--- src/rtl/mod_5to31_pkg.sv ---
// Shared definitions for the 5-to-31 loadable up/down counter and its monitor.
// next_val() is the single definition of the counter contract.
package mod_5to31_pkg;

  typedef enum logic {
    TRACK,
    RESYNC
  } state_e;

  localparam int unsigned DEF_WIDTH = 5;
  localparam int unsigned DEF_MIN   = 5;
  localparam int unsigned DEF_MAX   = 31;

  // Wrap is an explicit compare-and-select because the range does not start at 0.
  function automatic int unsigned next_val(
    input logic        ld,
    input int unsigned i,
    input logic        md,
    input int unsigned v,
    input int unsigned mn,
    input int unsigned mx
  );
    int unsigned r;
    if (ld) begin
      r = i;
    end else if (!md) begin
      r = (v >= mx) ? mn : v + 32'd1;
    end else begin
      r = (v <= mn) ? mx : v - 32'd1;
    end
    return r;
  endfunction

endpackage

--- src/rtl/mod_5to31_monitor_if.sv ---
// Snooped counter signals: the counter side drives them, the monitor only listens.
interface mod_5to31_monitor_if #(
  parameter int unsigned WIDTH = 5
);
  logic [WIDTH-1:0] q;
  logic [WIDTH-1:0] I;
  logic             load;
  logic             mode;

  modport master (output q, I, load, mode);
  modport slave  (input  q, I, load, mode);
endinterface

--- src/rtl/mod_5to31_model.sv ---
// Registered reference counter; seed_en swaps the base value for the observed q.
module mod_5to31_model
  import mod_5to31_pkg::*;
#(
  parameter int unsigned WIDTH = DEF_WIDTH,
  parameter int unsigned MIN   = DEF_MIN,
  parameter int unsigned MAX   = DEF_MAX
) (
  input  logic             clk,
  input  logic             rst,
  input  logic             load,
  input  logic [WIDTH-1:0] I,
  input  logic             mode,
  input  logic [WIDTH-1:0] seed,
  input  logic             seed_en,
  output logic [WIDTH-1:0] m
);

  logic [WIDTH-1:0] m_q;
  logic [WIDTH-1:0] m_d;
  logic [WIDTH-1:0] base;

  always_comb begin
    base = seed_en ? seed : m_q;
    m_d  = WIDTH'(next_val(load, 32'(I), mode, 32'(base), MIN, MAX));
  end

  always_ff @(posedge clk) begin
    if (rst) begin
      m_q <= WIDTH'(MIN);
    end else begin
      m_q <= m_d;
    end
  end

  assign m = m_q;

endmodule

--- src/rtl/mod_5to31_monitor.sv ---
// Passive checker for the 5-to-31 counter: tracks it with a reference model,
// flags divergence, counts errors and relocks through a RESYNC state.
module mod_5to31_monitor
  import mod_5to31_pkg::*;
#(
  parameter int unsigned WIDTH    = DEF_WIDTH,
  parameter int unsigned MIN      = DEF_MIN,
  parameter int unsigned MAX      = DEF_MAX,
  parameter int unsigned CNT_W    = 8,
  parameter int unsigned LOCK_CNT = 2
) (
  input  logic                 clk,
  input  logic                 rst,
  mod_5to31_monitor_if.slave   bus,
  output logic [WIDTH-1:0]     exp_q,
  output logic                 locked,
  output logic                 err,
  output logic                 range_err,
  output logic                 viol,
  output logic [CNT_W-1:0]     err_cnt
);

  localparam int unsigned      MC_W   = $clog2(LOCK_CNT + 1);
  localparam logic [MC_W-1:0]  LOCK_V = MC_W'(LOCK_CNT);
  localparam logic [WIDTH-1:0] MIN_V  = WIDTH'(MIN);

  state_e           state_q, state_d;
  logic [MC_W-1:0]  mc_q, mc_d;
  logic             err_q, err_d;
  logic             range_q, range_d;
  logic             viol_q, viol_d;
  logic [CNT_W-1:0] err_cnt_q, err_cnt_d;

  logic [WIDTH-1:0] m;
  logic             seed_en;
  logic             mism;
  logic             range_c;
  logic             viol_c;
  logic             clean;
  logic [1:0]       inc;
  logic [CNT_W:0]   sum;

  mod_5to31_model #(
    .WIDTH (WIDTH),
    .MIN   (MIN),
    .MAX   (MAX)
  ) u_model (
    .clk     (clk),
    .rst     (rst),
    .load    (bus.load),
    .I       (bus.I),
    .mode    (bus.mode),
    .seed    (bus.q),
    .seed_en (seed_en),
    .m       (m)
  );

  assign mism    = (bus.q != m);
  assign range_c = (bus.q < MIN_V);
  assign viol_c  = bus.load && (bus.I < MIN_V);
  assign clean   = !mism && !range_c && !viol_c;

  always_ff @(posedge clk) begin
    if (rst) begin
      state_q   <= TRACK;
      mc_q      <= '0;
      err_q     <= 1'b0;
      range_q   <= 1'b0;
      viol_q    <= 1'b0;
      err_cnt_q <= '0;
    end else begin
      state_q   <= state_d;
      mc_q      <= mc_d;
      err_q     <= err_d;
      range_q   <= range_d;
      viol_q    <= viol_d;
      err_cnt_q <= err_cnt_d;
    end
  end

  always_comb begin
    state_d = state_q;
    mc_d    = mc_q;
    case (state_q)
      TRACK: begin
        if (!clean) begin
          state_d = RESYNC;
          mc_d    = '0;
        end
      end
      RESYNC: begin
        if (!clean) begin
          mc_d = '0;
        end else if (mc_q + MC_W'(1) == LOCK_V) begin
          state_d = TRACK;
          mc_d    = '0;
        end else begin
          mc_d = mc_q + MC_W'(1);
        end
      end
      default: begin
        state_d = TRACK;
        mc_d    = '0;
      end
    endcase
  end

  always_comb begin
    // A violation makes the counter undefined, so the value compare is dropped.
    seed_en   = (state_q == RESYNC) || !clean;
    err_d     = (state_q == TRACK) && mism && !viol_c;
    range_d   = range_c;
    viol_d    = viol_c;
    inc       = {1'b0, err_d} + {1'b0, range_d};
    sum       = {1'b0, err_cnt_q} + (CNT_W + 1)'(inc);
    err_cnt_d = sum[CNT_W] ? '1 : sum[CNT_W-1:0];
    locked    = (state_q == TRACK);
    exp_q     = m;
  end

  assign err       = err_q;
  assign range_err = range_q;
  assign viol      = viol_q;
  assign err_cnt   = err_cnt_q;

endmodule
--- src/flat_wrapper.sv ---
// flat-port wrapper written by rule: the top's interface ports become plain ports
module mod_5to31_monitor_flat import mod_5to31_pkg::*;
#(
  parameter int unsigned WIDTH    = DEF_WIDTH,
  parameter int unsigned MIN      = DEF_MIN,
  parameter int unsigned MAX      = DEF_MAX,
  parameter int unsigned CNT_W    = 8,
  parameter int unsigned LOCK_CNT = 2
)
  (clk, rst, exp_q, locked, err, range_err, viol, err_cnt, bus_q, bus_I, bus_load, bus_mode);
  mod_5to31_monitor_if #(.WIDTH(WIDTH)) bus_i ();
  input  logic clk;
  input  logic rst;
  output logic [WIDTH-1:0] exp_q;
  output logic locked;
  output logic err;
  output logic range_err;
  output logic viol;
  output logic [CNT_W-1:0] err_cnt;
  input wire logic [$bits(bus_i.q)-1:0] bus_q;
  input wire logic [$bits(bus_i.I)-1:0] bus_I;
  input wire logic [$bits(bus_i.load)-1:0] bus_load;
  input wire logic [$bits(bus_i.mode)-1:0] bus_mode;
  assign bus_i.q = bus_q;
  assign bus_i.I = bus_I;
  assign bus_i.load = bus_load;
  assign bus_i.mode = bus_mode;
  mod_5to31_monitor #(.WIDTH(WIDTH), .MIN(MIN), .MAX(MAX), .CNT_W(CNT_W), .LOCK_CNT(LOCK_CNT)) u_core (.clk(clk), .rst(rst), .bus(bus_i), .exp_q(exp_q), .locked(locked), .err(err), .range_err(range_err), .viol(viol), .err_cnt(err_cnt));
endmodule
--- config.mk ---
export PLATFORM = sky130hd
export DESIGN_NAME = mod_5to31_monitor_flat
export DESIGN_NICKNAME = d
export VERILOG_FILES = /design/src/rtl/mod_5to31_pkg.sv /design/src/rtl/mod_5to31_monitor_if.sv /design/src/rtl/mod_5to31_model.sv /design/src/rtl/mod_5to31_monitor.sv /design/src/flat_wrapper.sv
export SDC_FILE = /design/constraint.sdc
export NUM_CORES = 1
export LEC_CHECK = 0
export CAP_MARGIN = 10
export CORE_MARGIN = 2
export CORE_UTILIZATION = 47
export DETAILED_ROUTE_END_ITERATION = 16
export GPL_TIMING_DRIVEN = 0
export PLACE_DENSITY = 0.75
export SYNTH_ARGS = -nofsm -noshare
export SYNTH_HDL_FRONTEND = slang
export SYNTH_SLANG_ARGS = --single-unit
--- constraint.sdc ---
create_clock -name clk -period 2.6 [get_ports clk]
set_input_delay 0.52 -clock clk [delete_from_list [all_inputs] [get_ports clk]]
set_output_delay 0.52 -clock clk [all_outputs]
set_load 0.1 [all_outputs]
==> metrics.txt, run 1 <==
I/O Pins=31; routability congestion estimate=0.853; cts bufs inserted=3; Vert. Die Dim=52.6 um; starting density of the core=0.502; vias after detailed routing=1,082; first-pass GRT wire length=4510 um; Min-Delay Path Class=in -> reg; Final Skew=0.00502 ns; wire per inst=13.5 um; Remaining Overflow, GRT=0; largest net degree at the start of global routing=11; H-Tree Level Count=1; Final Non-Filler Cells=196; initial drt markers=36; Clock Pin Slew Worst Setup and Hold Paths=0.11 ns; WP buf/inv=1; status=completed; CTS tree=yes; initial antenna violation count=0; post-synthesis cell type count=41; Setup TNS=0 ns; maximum root-to-sink buffer count=2; sequential share of the synthesized area=0.343; Post-synth EDFFs=0; post-route design area=1500 sq um; vias in the first global route=1,069; MaxCap Viol Count=0; largest cells by area after synthesis=dfxtp_1, a21oi_1, nand2_1, ha_1, inv_1; Total Routing Usage GR=0.220; # DRC=0; Crit path largest cell delay=1.18 ns; Critical Path Start Type=flop; relative slew slack=0.348; proportion of layout cells with a drive suffix above 1=0.173; Worst Path Required=2.08 ns; Std-Cell Rows=17; die width=52.6 um; final hold vios=0; worst-margin pin slew=0.974 ns; Core Box Area=2210 sq um; commonest cells in the netlist=dfxtp_1, a21oi_1, nand2_1, inv_1, nor2_1; static leakage power=0.590 nW; syn avg cell area=8.28 sq um; CP Max Fanout=7; total power=0.000742 W; DR pass1 iterations=5; Top delay family on crit path=buffers and inverters; highest clock rate=0.406 GHz; CP cell instances=clkdlybuf4s50_1; post-layout util=0.679; most common cell in the netlist=dfxtp_1; Placed Cells=187; pwr/cell area=494 nW/um^2; Buffers on Ports=25; CP Class=reg -> out; syn_nets=152; nets=187; Yosys warnings=0; Final HPWL DP=1920 um; unrepaired setup endpoints after global routing=no; final WL=2660 um; post-synth top area cell=dfxtp_1; crit end category=output port; post-route minimum period=2.46 ns; placed inst area=1400 sq um; Avg Vias per Cell=5.52; Filler Cell Count=201; synthesized instance count=134; clk sinks=19; Final Max Slew Viols=0; Clock Root Buffer=clkbuf_4; Routed Antenna Nets=0; die area=2770 sq um; Multi-input gate area=644 sq um; Synth top area share=0.343; R2R setup slack=0.49 ns; data arrival time of the worst path=1.94 ns; antenna diode instance count=0; clock latency on the worst-skew pair=0.30 ns; main flop type after synthesis=dfxtp_1; hold_buf cts=0; Crit-path slowest cell=clkdlybuf4s50_1; Seq cells post-synth=19; endpoints failing setup=0; Register Area=387 sq um; Layout area overhead=35.4%; ys async rst share=0; Tcrit/Tclk final=0.948; synthesized area=1110 sq um; largest vdd supply drop=299 uV
## power breakdown
group | internal (W) | switching, W | total, W
clock | 0.0000598 | 0.0000919 | 0.000152
sequential | 0.000308 | 0.0000122 | 0.000320
combinational | 0.0000874 | 0.000183 | 0.000270
total | 0.000455 | 0.000287 | 0.000742
## flip-flops by register name (all words and copies together), names as in the netlist
name              count
u_core.state_q        1
u_core.u_model.m      5
u_core.err_cnt        8
u_core.viol           1
u_core.mc_q           2
u_core.range_err      1
u_core.err            1
## final timing paths
kind                                        from                      endpoint  cells after the start
setup / recovery    u_core.err_cnt[2]$_SDFF_PP0_                    err_cnt[2]                      1
hold / removal                               rst   u_core.mc_q[0]$_SDFFE_PP0N_                      2
setup reg to reg  u_core.u_model.m[0]$_SDFF_PP1_  u_core.err_cnt[6]$_SDFF_PP0_                     11
hold reg to reg      u_core.mc_q[1]$_SDFFE_PP0N_   u_core.mc_q[1]$_SDFFE_PP0N_                      2
## cells by family after synthesis
logic type | Yosys count | synth area share
simple gates | 49 | 0.247
compound gates | 35 | 0.200
xor+xnor | 7 | 0.0552
flops | 19 | 0.343
buf+inv | 20 | 0.104
fa+ha+maj | 4 | 0.0519
## cell usage in the layout (no fill, tap or decap), types with 3 or more instances in the layout
cell type,synthesis,layout
or2_2,3,3
buf_6,3,4
clkbuf_4,0,3
nor3_1,3,3
clkbuf_1,3,4
xor2_1,4,4
a21oi_1,14,14
o21ai_0,6,6
nand2_1,11,11
inv_1,10,9
nor2_1,7,7
nor3b_1,4,3
clkdlybuf4s50_1,0,22
dfxtp_2,0,5
a31oi_1,4,4
buf_4,3,7
dfxtp_1,19,14
xnor2_1,3,3
nand3_1,5,4
## worst register-to-register path, cell delays in order (launching register included)
cell and delay [ns]:
dfxtp_2 0.35, xor2_1 0.17, nor3_1 0.08, nand3_1 0.11, nand3_2 0.09, fa_2 0.41, inv_2 0.09, ha_4 0.14
and3_4 0.20, nand3_1 0.09, nor3b_2 0.19, nor3_1 0.06
## cell type report
cell class,count,share of cell area
Timing Repair Buffer,30,0.194
Tap cell,28,0.0233
Sequential cell,19,0.257
Clock buffer,4,0.0175
Multi-Input combinational cell,95,0.429
Buffer,10,0.0541
Inverter,10,0.0250
## per-layer routing
metal  wire, um  vias up  part of all wire  track usage
met1       1240      499              0.47        0.287
met4         23        0            0.0087       0.0641
li1           -      541                 -            -
met2       1260       38              0.47        0.365
met3        132        4             0.050       0.0429
met5          0        -                 0            0
## stage by stage
stage          hold slack, ns  worst slack (ns)
3_3_place_gp            0.433            -0.475
4_1_cts                 0.409            0.0189
2_1_floorplan           0.421             0.115
5_1_grt                 0.418            0.0349
3_5_place_dp            0.443            -0.500
6_report                0.419             0.136
## repair_timing
action                                  CTS  global route
setup buffers                             1             4
gates resized for setup                   5             6
pin swaps                                 1             5
endpoints found under the setup margin    5             5
Power figures use the tool's default switching activity.
==> run 2, diff against run 1 <==
- CAP_MARGIN: 10 -> 20
==> results of run 2 <==
No change in the layout: final DEF, timing and power equal those of run 1.
==> run 3, diff against run 2 <==
- SKIP_LAST_GASP: default -> 1
- clock period: 2.6 -> 2.9 ns (I/O delays scaled with it)
==> run 3 against run 2 <==
  * Power shrank 12%
  * Sequential share of layout area grew 0.87 points
  * Sequential cell count is the same
  * Largest cell class unchanged
  * Combinational power shrank 14%
  * Critical path depth grew 12
  * Critical endpoint is now u_core.err_cnt[6]$_SDFF_PP0_
  * Hold slack gained 0.041 ns
  * Cell count shrank 2.6%
  * Clock power shrank 12%
  * Utilization shrank 3.3 points
  * Clock skew shrank 0.0029 ns
  * Sequential power shrank 11%
  * Non-clock buffer count shrank 5
==> metrics.txt, run 3 (synthesis results as in run 1) <==
Final Max Slew Viols=0 (unchanged); maximum root-to-sink buffer count=2 (unchanged); Final HPWL DP=1930 um (was 1920 um); routability congestion estimate=0.830 (was 0.853); Total Routing Usage GR=0.203 (was 0.220); initial antenna violation count=0 (unchanged); starting density of the core=0.502 (unchanged); pre-CTS WS=-0.288 ns (was -0.500 ns); status=completed (unchanged); Remaining Overflow, GRT=0 (unchanged); worst-margin pin slew=0.976 ns (was 0.974 ns); Buffers on Ports=25 (unchanged); final hold vios=0 (unchanged); Final Non-Filler Cells=191 (was 196); # DRC=0 (unchanged); vias in the first global route=972 (was 1,069); initial drt markers=25 (was 36); pwr/cell area=455 nW/um^2 (was 494 nW/um^2); relative slew slack=0.347 (was 0.348); Worst Path Required=3.08 ns (was 2.08 ns); commonest non-fill, non-tap cell in the layout=clkdlybuf4s50_1 (unchanged); post-route minimum period=2.73 ns; endpoints failing setup=0 (unchanged); Tcrit/Tclk final=0.942; clock latency on the worst-skew pair=0.30 ns (about the same); wire per inst=12.9 um (was 13.5 um); Vert. Die Dim=52.6 um (unchanged); Core Box Area=2210 sq um (unchanged); Routed Antenna Nets=0 (unchanged); largest net degree at the start of global routing=12 (was 11); I/O Pins=31 (unchanged); highest clock rate=0.366 GHz; cts bufs inserted=3 (unchanged); H-Tree Level Count=1 (unchanged); clk sinks=19 (unchanged); largest vdd supply drop=382 uV (was 299 uV); static leakage power=0.561 nW (was 0.590 nW); CP Max Fanout=10 (was 7); Avg Vias per Cell=5.57 (was 5.52); CP cell instances=clkdlybuf4s50_1, buf_4, xor2_1, nor3_1, nand3_2, nand3_1, fa_1, inv_1, ha_1, and3_1, nand3_1, nor3b_1, nor3_1 (was clkdlybuf4s50_1); crit end category=flop (was output port); Clock Root Buffer=clkbuf_4 (unchanged); Critical Path Start Type=input port (was flop); Std-Cell Rows=17 (unchanged); buffers inserted by post-CTS timing repair=0 (was 1); unrepaired setup endpoints after global routing=no (unchanged); die area=2770 sq um (unchanged); MaxCap Viol Count=0 (unchanged); antenna diode instance count=0 (unchanged); Filler Cell Count=207 (was 201); most frequent cells in the layout=clkdlybuf4s50_1, dfxtp_1, a21oi_1, nand2_1, inv_1 (was clkdlybuf4s50_1, a21oi_1, dfxtp_1, nand2_1, inv_1); CTS tree=yes (unchanged); Crit-path slowest cell=clkdlybuf4s50_1 (unchanged); nets=182 (was 187); Placed Cells=187 (unchanged); die width=52.6 um (unchanged); proportion of layout cells with a drive suffix above 1=0.0920 (was 0.173); post-layout util=0.646 (was 0.679); DR pass1 iterations=4 (was 5); Layout area overhead=28.9% (was 35.4%); Crit path largest cell delay=0.47 ns (was 1.18 ns); minimum setup slack in the final design=0.169 ns (was 0.136 ns); vias after detailed routing=1,063 (was 1,082); first-pass GRT wire length=4200 um (was 4510 um); final WL=2470 um (was 2660 um); Min-Delay Path Class=reg -> reg (was in -> reg); max FFs per register=8 (unchanged); data arrival time of the worst path=2.91 ns (was 1.94 ns); CP Class=in -> reg (was reg -> out); Final Skew=0.00211 ns (was 0.00502 ns); Clock Pin Slew Worst Setup and Hold Paths=0.11 ns (about the same)
==> run 3: changes by cell type in the layout (fill, tap and decap cells not counted), moves of 2 or more <==
cell             change
buf_4                -4
clkdlybuf4s50_1      +2
dfxtp_1              +5
dfxtp_2              -5
==> run 3: path summary, 6_finish.rpt <==
path | slack (ns) | cells past startpoint | from | endpoint
min reg2reg | 0.46 | 2 | u_core.mc_q[1]$_SDFFE_PP0N_ | u_core.mc_q[1]$_SDFFE_PP0N_
max | 0.17 | 13 | bus_q[4] | u_core.err_cnt[6]$_SDFF_PP0_
min | 0.46 | 2 | u_core.mc_q[1]$_SDFFE_PP0N_ | u_core.mc_q[1]$_SDFFE_PP0N_
max reg2reg | 0.70 | 11 | u_core.u_model.m[0]$_SDFF_PP1_ | u_core.err_cnt[6]$_SDFF_PP0_
==> run 3: through the flow <==
step / setup TNS [ns] / hold WS (ns) / total power (W) / instance area, sq um
after CTS: 0 / 0.462 / 0.000653 / 1420
final: 0 / 0.460 / 0.000651 / 1430
after global placement: -0.815 / 0.431 / 0.000519 / 1400
after floorplan: 0 / 0.421 / 0.000464 / 1110
after global routing: 0 / 0.472 / 0.000685 / 1430
after detailed placement: -1.16 / 0.447 / 0.000521 / 1400
==> run 3: layer usage <==
metal / global-route usage / vias up / routed length, um
met2: 0.315 / 40 / 1120
met3: 0.0686 / 0 / 208
met1: 0.282 / 494 / 1140
met4: 0.0256 / 0 / 0
met5: 0 / - / 0
li1: - / 529 / -
==> run 3: layout make-up <==
| type | count | area [sq um] | area share |
|---|---|---|---|
| buffer | 10 | 77.6 | 0.0542 |
| clock buffer | 3 | 22.5 | 0.0157 |
| clock inverter | 1 | 5.00 | 0.00350 |
| inverter | 10 | 37.5 | 0.0262 |
| multi-input combinational | 95 | 619 | 0.433 |
| sequential | 19 | 380 | 0.266 |
| tap | 28 | 35.0 | 0.0245 |
| timing repair buffer | 25 | 253 | 0.177 |
==> run 3: worst max-delay path, delay by kind of cell <==
family | cells | cell delay (ns)
simple gates | 7 | 0.88
buf+inv | 3 | 0.72
fa+ha+maj | 2 | 0.59
xor+xnor | 1 | 0.15
==> run 3: report_power, final <==
group          internal (W)  leakage, nW  switching (W)  total [W]
combinational     0.0000719        0.387       0.000160   0.000231
sequential         0.000275        0.156      0.0000102   0.000285
clock             0.0000514       0.0177      0.0000825   0.000134
total              0.000398        0.561       0.000252   0.000651
==> run 3: repair_timing <==
action | CTS | global route
hold buffers | 0 | 0
setup endpoints to repair | 0 | 6
resized for setup | 0 | 2
